--- config.mk ---
export PLATFORM = sky130hd
export DESIGN_NAME = windowed_bin_accumulator
export DESIGN_NICKNAME = d
export VERILOG_FILES = /design/src/rtl/windowed_bin_accumulator.sv
export SDC_FILE = /design/constraint.sdc
export NUM_CORES = 2
export LEC_CHECK = 0
export BUFFER_PORTS_ARGS = -buffer_cell sky130_fd_sc_hd__buf_2
export CELL_PAD_IN_SITES_DETAIL_PLACEMENT = 1
export CELL_PAD_IN_SITES_GLOBAL_PLACEMENT = 2
export CORE_ASPECT_RATIO = 0.75
export CORE_MARGIN = 3
export CORE_UTILIZATION = 44
export CTS_BUF_LIST = sky130_fd_sc_hd__clkbuf_8 sky130_fd_sc_hd__clkbuf_16
export DETAILED_ROUTE_END_ITERATION = 8
export PLACE_DENSITY_LB_ADDON = 0.2
export SYNTH_ARGS = -nofsm -noshare
export SYNTH_HDL_FRONTEND = slang
export SYNTH_SLANG_ARGS = --single-unit
--- constraint.sdc ---
create_clock -name clk -period 8.9 [get_ports clk]
set_input_delay 0.89 -clock clk [delete_from_list [all_inputs] [get_ports clk]]
set_output_delay 0.89 -clock clk [all_outputs]
set_load 0.1 [all_outputs]
--- src/rtl/windowed_bin_accumulator.sv ---
// -----------------------------------------------------------------------------
// windowed_bin_accumulator
//
// Multi-bin sliding-window accumulator for signed event positions. Events are
// summed into a live bin that closes every CYCLES_PER_BIN cycles and is pushed
// into a ring of NUM_BINS completed bins. At each bin boundary the early (older
// half) and late (newer half) running totals are updated incrementally by
// add-new / subtract-old, so downstream sees one update per bin.
//
// Ports:
//   clk            : clock
//   rst_n          : asynchronous active-low reset, clears all state
//   clear          : synchronous flush, same effect as reset, highest priority
//   event_valid    : event strobe (accepted every cycle, no backpressure)
//   event_x/_y     : signed event coordinates, GRID_BITS+1 bits
//   event_polarity : 1 = ON, 0 = OFF
//   bin_tick       : high in the bin-closing (rollover) cycle
//   bin_ptr        : ring index of the oldest completed bin
//   window_filled  : NUM_BINS bins completed since reset/clear
//   early_sum_x/_y, late_sum_x/_y       : running signed half-window sums
//   early_count, late_count             : running half-window event counts
//   early_count_on, late_count_on       : running half-window ON counts
//   accum_valid    : one-cycle pulse when the totals hold a new update
// -----------------------------------------------------------------------------
module windowed_bin_accumulator #(
    parameter int GRID_BITS      = 4,
    parameter int SUM_BITS       = 18,
    parameter int COUNT_BITS     = 12,
    parameter int NUM_BINS       = 4,
    parameter int CYCLES_PER_BIN = 1_200_000,
    parameter int TIMER_BITS     = 21,
    parameter int OUT_SUM_BITS   = SUM_BITS + $clog2(NUM_BINS),
    parameter int OUT_COUNT_BITS = COUNT_BITS + $clog2(NUM_BINS)
) (
    input  logic                             clk,
    input  logic                             rst_n,
    input  logic                             clear,
    input  logic                             event_valid,
    input  logic signed [GRID_BITS:0]        event_x,
    input  logic signed [GRID_BITS:0]        event_y,
    input  logic                             event_polarity,
    output logic                             bin_tick,
    output logic [$clog2(NUM_BINS)-1:0]      bin_ptr,
    output logic                             window_filled,
    output logic signed [OUT_SUM_BITS-1:0]   early_sum_x,
    output logic signed [OUT_SUM_BITS-1:0]   early_sum_y,
    output logic signed [OUT_SUM_BITS-1:0]   late_sum_x,
    output logic signed [OUT_SUM_BITS-1:0]   late_sum_y,
    output logic [OUT_COUNT_BITS-1:0]        early_count,
    output logic [OUT_COUNT_BITS-1:0]        late_count,
    output logic [OUT_COUNT_BITS-1:0]        early_count_on,
    output logic [OUT_COUNT_BITS-1:0]        late_count_on,
    output logic                             accum_valid
);

    localparam int PTR_W   = $clog2(NUM_BINS);
    localparam int FILL_W  = PTR_W + 1;
    localparam int COORD_W = GRID_BITS + 1;

    localparam logic [TIMER_BITS-1:0] TIMER_LAST = TIMER_BITS'(CYCLES_PER_BIN - 1);
    localparam logic [PTR_W-1:0]      HALF_IDX   = PTR_W'(NUM_BINS / 2);
    localparam logic [FILL_W-1:0]     FILL_FULL  = FILL_W'(NUM_BINS);

    localparam logic signed [SUM_BITS-1:0] SUM_MAX   = {1'b0, {(SUM_BITS-1){1'b1}}};
    localparam logic signed [SUM_BITS-1:0] SUM_MIN   = {1'b1, {(SUM_BITS-1){1'b0}}};
    localparam logic [COUNT_BITS-1:0]      COUNT_MAX = {COUNT_BITS{1'b1}};

    // -------------------------------------------------------------------------
    // Saturation and widening helpers
    // -------------------------------------------------------------------------
    // Signed add clamped to the SUM_BITS range; overflow is detected by the
    // guard bit disagreeing with the result sign bit.
    function automatic logic signed [SUM_BITS-1:0] sat_add_sum(
        input logic signed [SUM_BITS-1:0] a,
        input logic signed [SUM_BITS-1:0] b
    );
        logic signed [SUM_BITS:0] wide;
        wide = {a[SUM_BITS-1], a} + {b[SUM_BITS-1], b};
        if (wide[SUM_BITS] != wide[SUM_BITS-1]) begin
            sat_add_sum = wide[SUM_BITS] ? SUM_MIN : SUM_MAX;
        end else begin
            sat_add_sum = wide[SUM_BITS-1:0];
        end
    endfunction

    // Count increment that sticks at the all-ones maximum.
    function automatic logic [COUNT_BITS-1:0] sat_inc_count(
        input logic [COUNT_BITS-1:0] c
    );
        if (c == COUNT_MAX) begin
            sat_inc_count = c;
        end else begin
            sat_inc_count = c + COUNT_BITS'(1);
        end
    endfunction

    function automatic logic signed [OUT_SUM_BITS-1:0] widen_sum(
        input logic signed [SUM_BITS-1:0] v
    );
        widen_sum = {{(OUT_SUM_BITS-SUM_BITS){v[SUM_BITS-1]}}, v};
    endfunction

    function automatic logic [OUT_COUNT_BITS-1:0] widen_count(
        input logic [COUNT_BITS-1:0] v
    );
        widen_count = {{(OUT_COUNT_BITS-COUNT_BITS){1'b0}}, v};
    endfunction

    // -------------------------------------------------------------------------
    // State
    // -------------------------------------------------------------------------
    logic [TIMER_BITS-1:0]         timer;
    logic [FILL_W-1:0]             fill_cnt;

    logic signed [SUM_BITS-1:0]    live_sum_x;
    logic signed [SUM_BITS-1:0]    live_sum_y;
    logic [COUNT_BITS-1:0]         live_count;
    logic [COUNT_BITS-1:0]         live_count_on;

    logic signed [SUM_BITS-1:0]    ring_sum_x    [NUM_BINS];
    logic signed [SUM_BITS-1:0]    ring_sum_y    [NUM_BINS];
    logic [COUNT_BITS-1:0]         ring_count    [NUM_BINS];
    logic [COUNT_BITS-1:0]         ring_count_on [NUM_BINS];

    // -------------------------------------------------------------------------
    // Combinational next values
    // -------------------------------------------------------------------------
    logic                          rollover;
    logic [PTR_W-1:0]              mid_idx;
    logic signed [SUM_BITS-1:0]    ev_x_ext;
    logic signed [SUM_BITS-1:0]    ev_y_ext;

    logic signed [SUM_BITS-1:0]    live_sum_x_add;
    logic signed [SUM_BITS-1:0]    live_sum_y_add;
    logic [COUNT_BITS-1:0]         live_count_add;
    logic [COUNT_BITS-1:0]         live_count_on_add;

    logic signed [OUT_SUM_BITS-1:0] early_sum_x_nxt;
    logic signed [OUT_SUM_BITS-1:0] early_sum_y_nxt;
    logic signed [OUT_SUM_BITS-1:0] late_sum_x_nxt;
    logic signed [OUT_SUM_BITS-1:0] late_sum_y_nxt;
    logic [OUT_COUNT_BITS-1:0]      early_count_nxt;
    logic [OUT_COUNT_BITS-1:0]      late_count_nxt;
    logic [OUT_COUNT_BITS-1:0]      early_count_on_nxt;
    logic [OUT_COUNT_BITS-1:0]      late_count_on_nxt;

    assign rollover      = (timer == TIMER_LAST);
    assign bin_tick      = rollover;
    assign window_filled = (fill_cnt == FILL_FULL);

    // Oldest bin of the newer half: it crosses from late to early at rollover.
    assign mid_idx  = bin_ptr + HALF_IDX;

    assign ev_x_ext = {{(SUM_BITS-COORD_W){event_x[COORD_W-1]}}, event_x};
    assign ev_y_ext = {{(SUM_BITS-COORD_W){event_y[COORD_W-1]}}, event_y};

    always_comb begin
        live_sum_x_add    = sat_add_sum(live_sum_x, ev_x_ext);
        live_sum_y_add    = sat_add_sum(live_sum_y, ev_y_ext);
        live_count_add    = sat_inc_count(live_count);
        live_count_on_add = event_polarity ? sat_inc_count(live_count_on) : live_count_on;
    end

    // Incremental window update. Stored (already saturated) bin values are the
    // ones subtracted, so the totals always equal the sum of the ring halves and
    // the wider output width can never overflow.
    always_comb begin
        early_sum_x_nxt    = early_sum_x - widen_sum(ring_sum_x[bin_ptr])
                                         + widen_sum(ring_sum_x[mid_idx]);
        early_sum_y_nxt    = early_sum_y - widen_sum(ring_sum_y[bin_ptr])
                                         + widen_sum(ring_sum_y[mid_idx]);
        early_count_nxt    = early_count - widen_count(ring_count[bin_ptr])
                                         + widen_count(ring_count[mid_idx]);
        early_count_on_nxt = early_count_on - widen_count(ring_count_on[bin_ptr])
                                            + widen_count(ring_count_on[mid_idx]);
        late_sum_x_nxt     = late_sum_x - widen_sum(ring_sum_x[mid_idx])
                                        + widen_sum(live_sum_x);
        late_sum_y_nxt     = late_sum_y - widen_sum(ring_sum_y[mid_idx])
                                        + widen_sum(live_sum_y);
        late_count_nxt     = late_count - widen_count(ring_count[mid_idx])
                                        + widen_count(live_count);
        late_count_on_nxt  = late_count_on - widen_count(ring_count_on[mid_idx])
                                           + widen_count(live_count_on);
    end

    // -------------------------------------------------------------------------
    // Sequential state: timer, live bin, ring and running totals
    // -------------------------------------------------------------------------
    always_ff @(posedge clk or negedge rst_n) begin
        if (!rst_n) begin
            timer          <= '0;
            fill_cnt       <= '0;
            bin_ptr        <= '0;
            accum_valid    <= 1'b0;
            live_sum_x     <= '0;
            live_sum_y     <= '0;
            live_count     <= '0;
            live_count_on  <= '0;
            early_sum_x    <= '0;
            early_sum_y    <= '0;
            late_sum_x     <= '0;
            late_sum_y     <= '0;
            early_count    <= '0;
            late_count     <= '0;
            early_count_on <= '0;
            late_count_on  <= '0;
            for (int i = 0; i < NUM_BINS; i++) begin
                ring_sum_x[i]    <= '0;
                ring_sum_y[i]    <= '0;
                ring_count[i]    <= '0;
                ring_count_on[i] <= '0;
            end
        end else if (clear) begin
            // Flush beats a coincident rollover and drops a coincident event.
            timer          <= '0;
            fill_cnt       <= '0;
            bin_ptr        <= '0;
            accum_valid    <= 1'b0;
            live_sum_x     <= '0;
            live_sum_y     <= '0;
            live_count     <= '0;
            live_count_on  <= '0;
            early_sum_x    <= '0;
            early_sum_y    <= '0;
            late_sum_x     <= '0;
            late_sum_y     <= '0;
            early_count    <= '0;
            late_count     <= '0;
            early_count_on <= '0;
            late_count_on  <= '0;
            for (int i = 0; i < NUM_BINS; i++) begin
                ring_sum_x[i]    <= '0;
                ring_sum_y[i]    <= '0;
                ring_count[i]    <= '0;
                ring_count_on[i] <= '0;
            end
        end else begin
            accum_valid <= rollover;

            if (rollover) begin
                timer <= '0;

                // Stage 0 -> 1: the closing live bin replaces the oldest ring
                // entry; an event in this cycle seeds the next live bin.
                ring_sum_x[bin_ptr]    <= live_sum_x;
                ring_sum_y[bin_ptr]    <= live_sum_y;
                ring_count[bin_ptr]    <= live_count;
                ring_count_on[bin_ptr] <= live_count_on;

                if (event_valid) begin
                    live_sum_x    <= ev_x_ext;
                    live_sum_y    <= ev_y_ext;
                    live_count    <= COUNT_BITS'(1);
                    live_count_on <= COUNT_BITS'(event_polarity);
                end else begin
                    live_sum_x    <= '0;
                    live_sum_y    <= '0;
                    live_count    <= '0;
                    live_count_on <= '0;
                end

                // Stage 1 -> output: running totals, visible with accum_valid.
                early_sum_x    <= early_sum_x_nxt;
                early_sum_y    <= early_sum_y_nxt;
                late_sum_x     <= late_sum_x_nxt;
                late_sum_y     <= late_sum_y_nxt;
                early_count    <= early_count_nxt;
                late_count     <= late_count_nxt;
                early_count_on <= early_count_on_nxt;
                late_count_on  <= late_count_on_nxt;

                bin_ptr <= bin_ptr + PTR_W'(1);
                if (fill_cnt != FILL_FULL) begin
                    fill_cnt <= fill_cnt + FILL_W'(1);
                end
            end else begin
                timer <= timer + TIMER_BITS'(1);
                if (event_valid) begin
                    live_sum_x    <= live_sum_x_add;
                    live_sum_y    <= live_sum_y_add;
                    live_count    <= live_count_add;
                    live_count_on <= live_count_on_add;
                end
            end
        end
    end

endmodule

==> impl_results.md <==
* Status: finished, final reports clean
* Initial core utilization at 45.03%
* Max Freq at 0.1741 GHz
* Cts repair resizes at 0
* Fin area at 35540 um^2
* Largest net degree at the start of global routing at 169
* Share of cells above drive strength 1 at 12.77%
* Initial DRT Pass Iterations at 5
* Main synth FF type: dfrtp_1
* Final worst-path cycle share at 64.52%
* 1st-iter DRT viols at 1549
* # setup viols final at 0
* Synth area leaders: dfrtp_1 36%, mux4_2 8.4%, fa_1 7.9%, ha_1 7.1%, a22o_1 6.6%
* Crit Path Max Fanout at 59
* Die Y-Extent at 239.5 um
* CTS buffer count at 53
* Drt drc at 0
* Yosys top cell by area: dfrtp_1
* Setup bufs post-CTS at 0
* Final worst slack at 3.158 ns
* Fraction of registers with async set/reset at 100.0%
* Gate Count Post-Synth at 3227
* # nets final at 3624
* Clk buf depth at 3
* Global placer's final weighted congestion at 0.8575
* PwrDens at 191.9 nW/um^2
* Type of the tightest min-delay check: primary input to asynchronous set/reset pin
* GR Overflow Total at 0
* DR WL/cell at 23.88 um
* Slew at the pin closest to its max-slew limit at 1.369 ns
* Yosys warnings at 0
* Via count at 25470
* Fin crit period at 5.742 ns
* Peak supply drop at 136.6 uV
* Mapped Avg Cell Area at 9.914 um^2
* Synth Register Bits at 463
* Yosys top cell area share at 36.22%
* Fin cells at 4291
* RSZ-0062 raised after global routing: no
* Routed Antenna Nets at 0
* Synth-to-Final Area Change at 11.10%
* Placed cell area at 33690 um^2
* Setup TNS Final at 0 ns
* Cell area after synthesis at 31990 um^2
* Top-count cell post-synth: inv_1
* Post-synth top cells: 529 x inv_1, 463 x dfrtp_1, 261 x nand2_1
* Setup Skew at 0.01972 ns
* Static Leakage at 16.52 nW
* Clk sinks at 463
* Max-cap violations at 0
* Dpl hpwl at 70140 um
* Cts hold-fix bufs at 0
* Final Hold Fails at 0
* Synth cell types at 71
* Sequential fraction of the synthesis area at 36.22%
* Initial antenna violation count at 1
* Drt via density at 5.936
* PortBufs at 155
* Gr usage total at 27.30%
* CP startpoint kind: register
* WL final at 102500 um
* Clock latency at the later pin of the worst-skew pair at 0.63 ns
* Clock-pin transition on the worst setup and hold timing paths at 0.06 ns
* Crit Path Category: register to register
* Die Width at 317.4 um
* CTS tree: done
* Placed cells at 4193
* Ports at 156
* CORE AREA at 71050 um^2
* Max_slew headroom at 8.764%
* Fill cells at 7877
* Hold_ws at 0.2602 ns
* Area of the die at 76010 um^2
* First-pass GRT wire length at 161900 um
* Row Count at 84
* Clock tree root buffer cell: clkbuf_16
* Vias in the first global route at 27370
* Pre-CTS setup slack at 3.262 ns
* WP data required at 9.36 ns
* Post-Syn Nets at 3549
* Final slew viol count at 0
* Worst setup EP type: register
* Post-synth EDFFs at 0
* Worst Path Arrival at 6.20 ns
* CTS H-tree depth at 2
## flip-flops by register name, summed over array words and instances (netlist names)
name,cells
live_count_on,12
live_count,12
late_sum_x,20
bin_ptr,2
live_sum_x,18
live_sum_y,18
late_sum_y,20
early_count,14
early_sum_y,20
late_count,14
late_count_on,14
ring_sum_x,72
ring_count,48
fill_cnt,3
early_count_on,14
ring_sum_y,72
timer,21
accum_valid,1
early_sum_x,20
ring_count_on,48
## layer usage
layer  share of wire, %  routed length (um)  vias up  global-route usage, %
met3                5.4                5544      137                  3.944
met2                 46               47250      722                  43.54
met1                 46               47530    13280                  39.40
li1                   -                   -    11340                      -
met5                  0                   0        -                      0
met4                2.1                2133        0                  6.630
## worst paths after layout
path / slack, ns / start / end / cells past startpoint
worst max register to register: 3.16 / bin_ptr[0] / late_sum_x[18] / 15
worst min register to register: 0.52 / ring_sum_y[11] / ring_sum_y[11] / 1
min in group clk: 0.52 / ring_sum_y[11] / ring_sum_y[11] / 1
worst min-delay path: 0.26 / rst_n / late_count_on[2] / 1
worst max-delay path: 3.16 / bin_ptr[0] / late_sum_x[18] / 15
max in group asynchronous: 6.95 / rst_n / bin_ptr[1] / 2
## layout by cell type, fill, tap and decap left out, drive strengths merged, types with 18 or more instances in the layout
cell type  Yosys  routed
inv          529     540
dfrtp        463     463
nand2        261     261
a22o         240     240
a21oi        224     224
buf           28     184
ha           181     181
nor2         154     154
fa           126     126
mux4         120     120
xnor2        118     118
o21ai         81      81
clkbuf       136      62
xor2          59      59
nand3         52      52
a21o          49      49
nor3          40      40
a211oi        34      34
o211ai        25      25
or3           25      25
o21bai        23      23
nor2b         20      20
a31oi         20      20
nand4         18      18
o22ai         18      18
## worst max-delay path, stage by stage, from the launching register on
cell and delay [ns]:
dfrtp_4 0.87, buf_12 0.47, mux4_2 0.60, ha_1 0.30, inv_1 0.04, ha_1 0.22
fa_1 0.48, a21o_1 0.21, a41oi_1 0.28, a31oi_1 0.18, a21oi_1 0.26, o21ai_0 0.19
a2111oi_0 0.90, o41ai_1 0.23, xnor2_1 0.19, o22ai_1 0.08
## stage by stage
stage	power, mW	utilization (%)
6_report	6.821	50.03
5_1_grt	7.223	50.02
4_1_cts	6.862	50.02
3_5_place_dp	4.442	47.42
3_3_place_gp	4.358	47.42
2_1_floorplan	3.861	-
## where the power goes
part | switching (mW) | internal (mW)
sequential | 0.159 | 2.17
clock | 0.973 | 1.41
combinational | 1.26 | 0.853
total | 2.39 | 4.43
## cell families after synthesis
group	synth area share, %
compound gates	17.75
xor+xnor	4.846
fa+ha+maj	14.96
buf+inv	8.158
flops	36.22
mux	8.776
simple gates	9.289
## final cells by class
cell class / instances / area (um^2) / area share [%]
repair buffers: 184 / 1047 / 2.946
inverters: 529 / 1986 / 5.586
clock buffers: 62 / 1473 / 4.143
flip-flops and latches: 463 / 11590 / 32.62
multi-input cells: 2071 / 17880 / 50.30
well taps: 946 / 1184 / 3.330
clock inverters: 35 / 379.1 / 1.067
diodes: 1 / 2.502 / 0.007040
(Power assumes the default switching activity.)
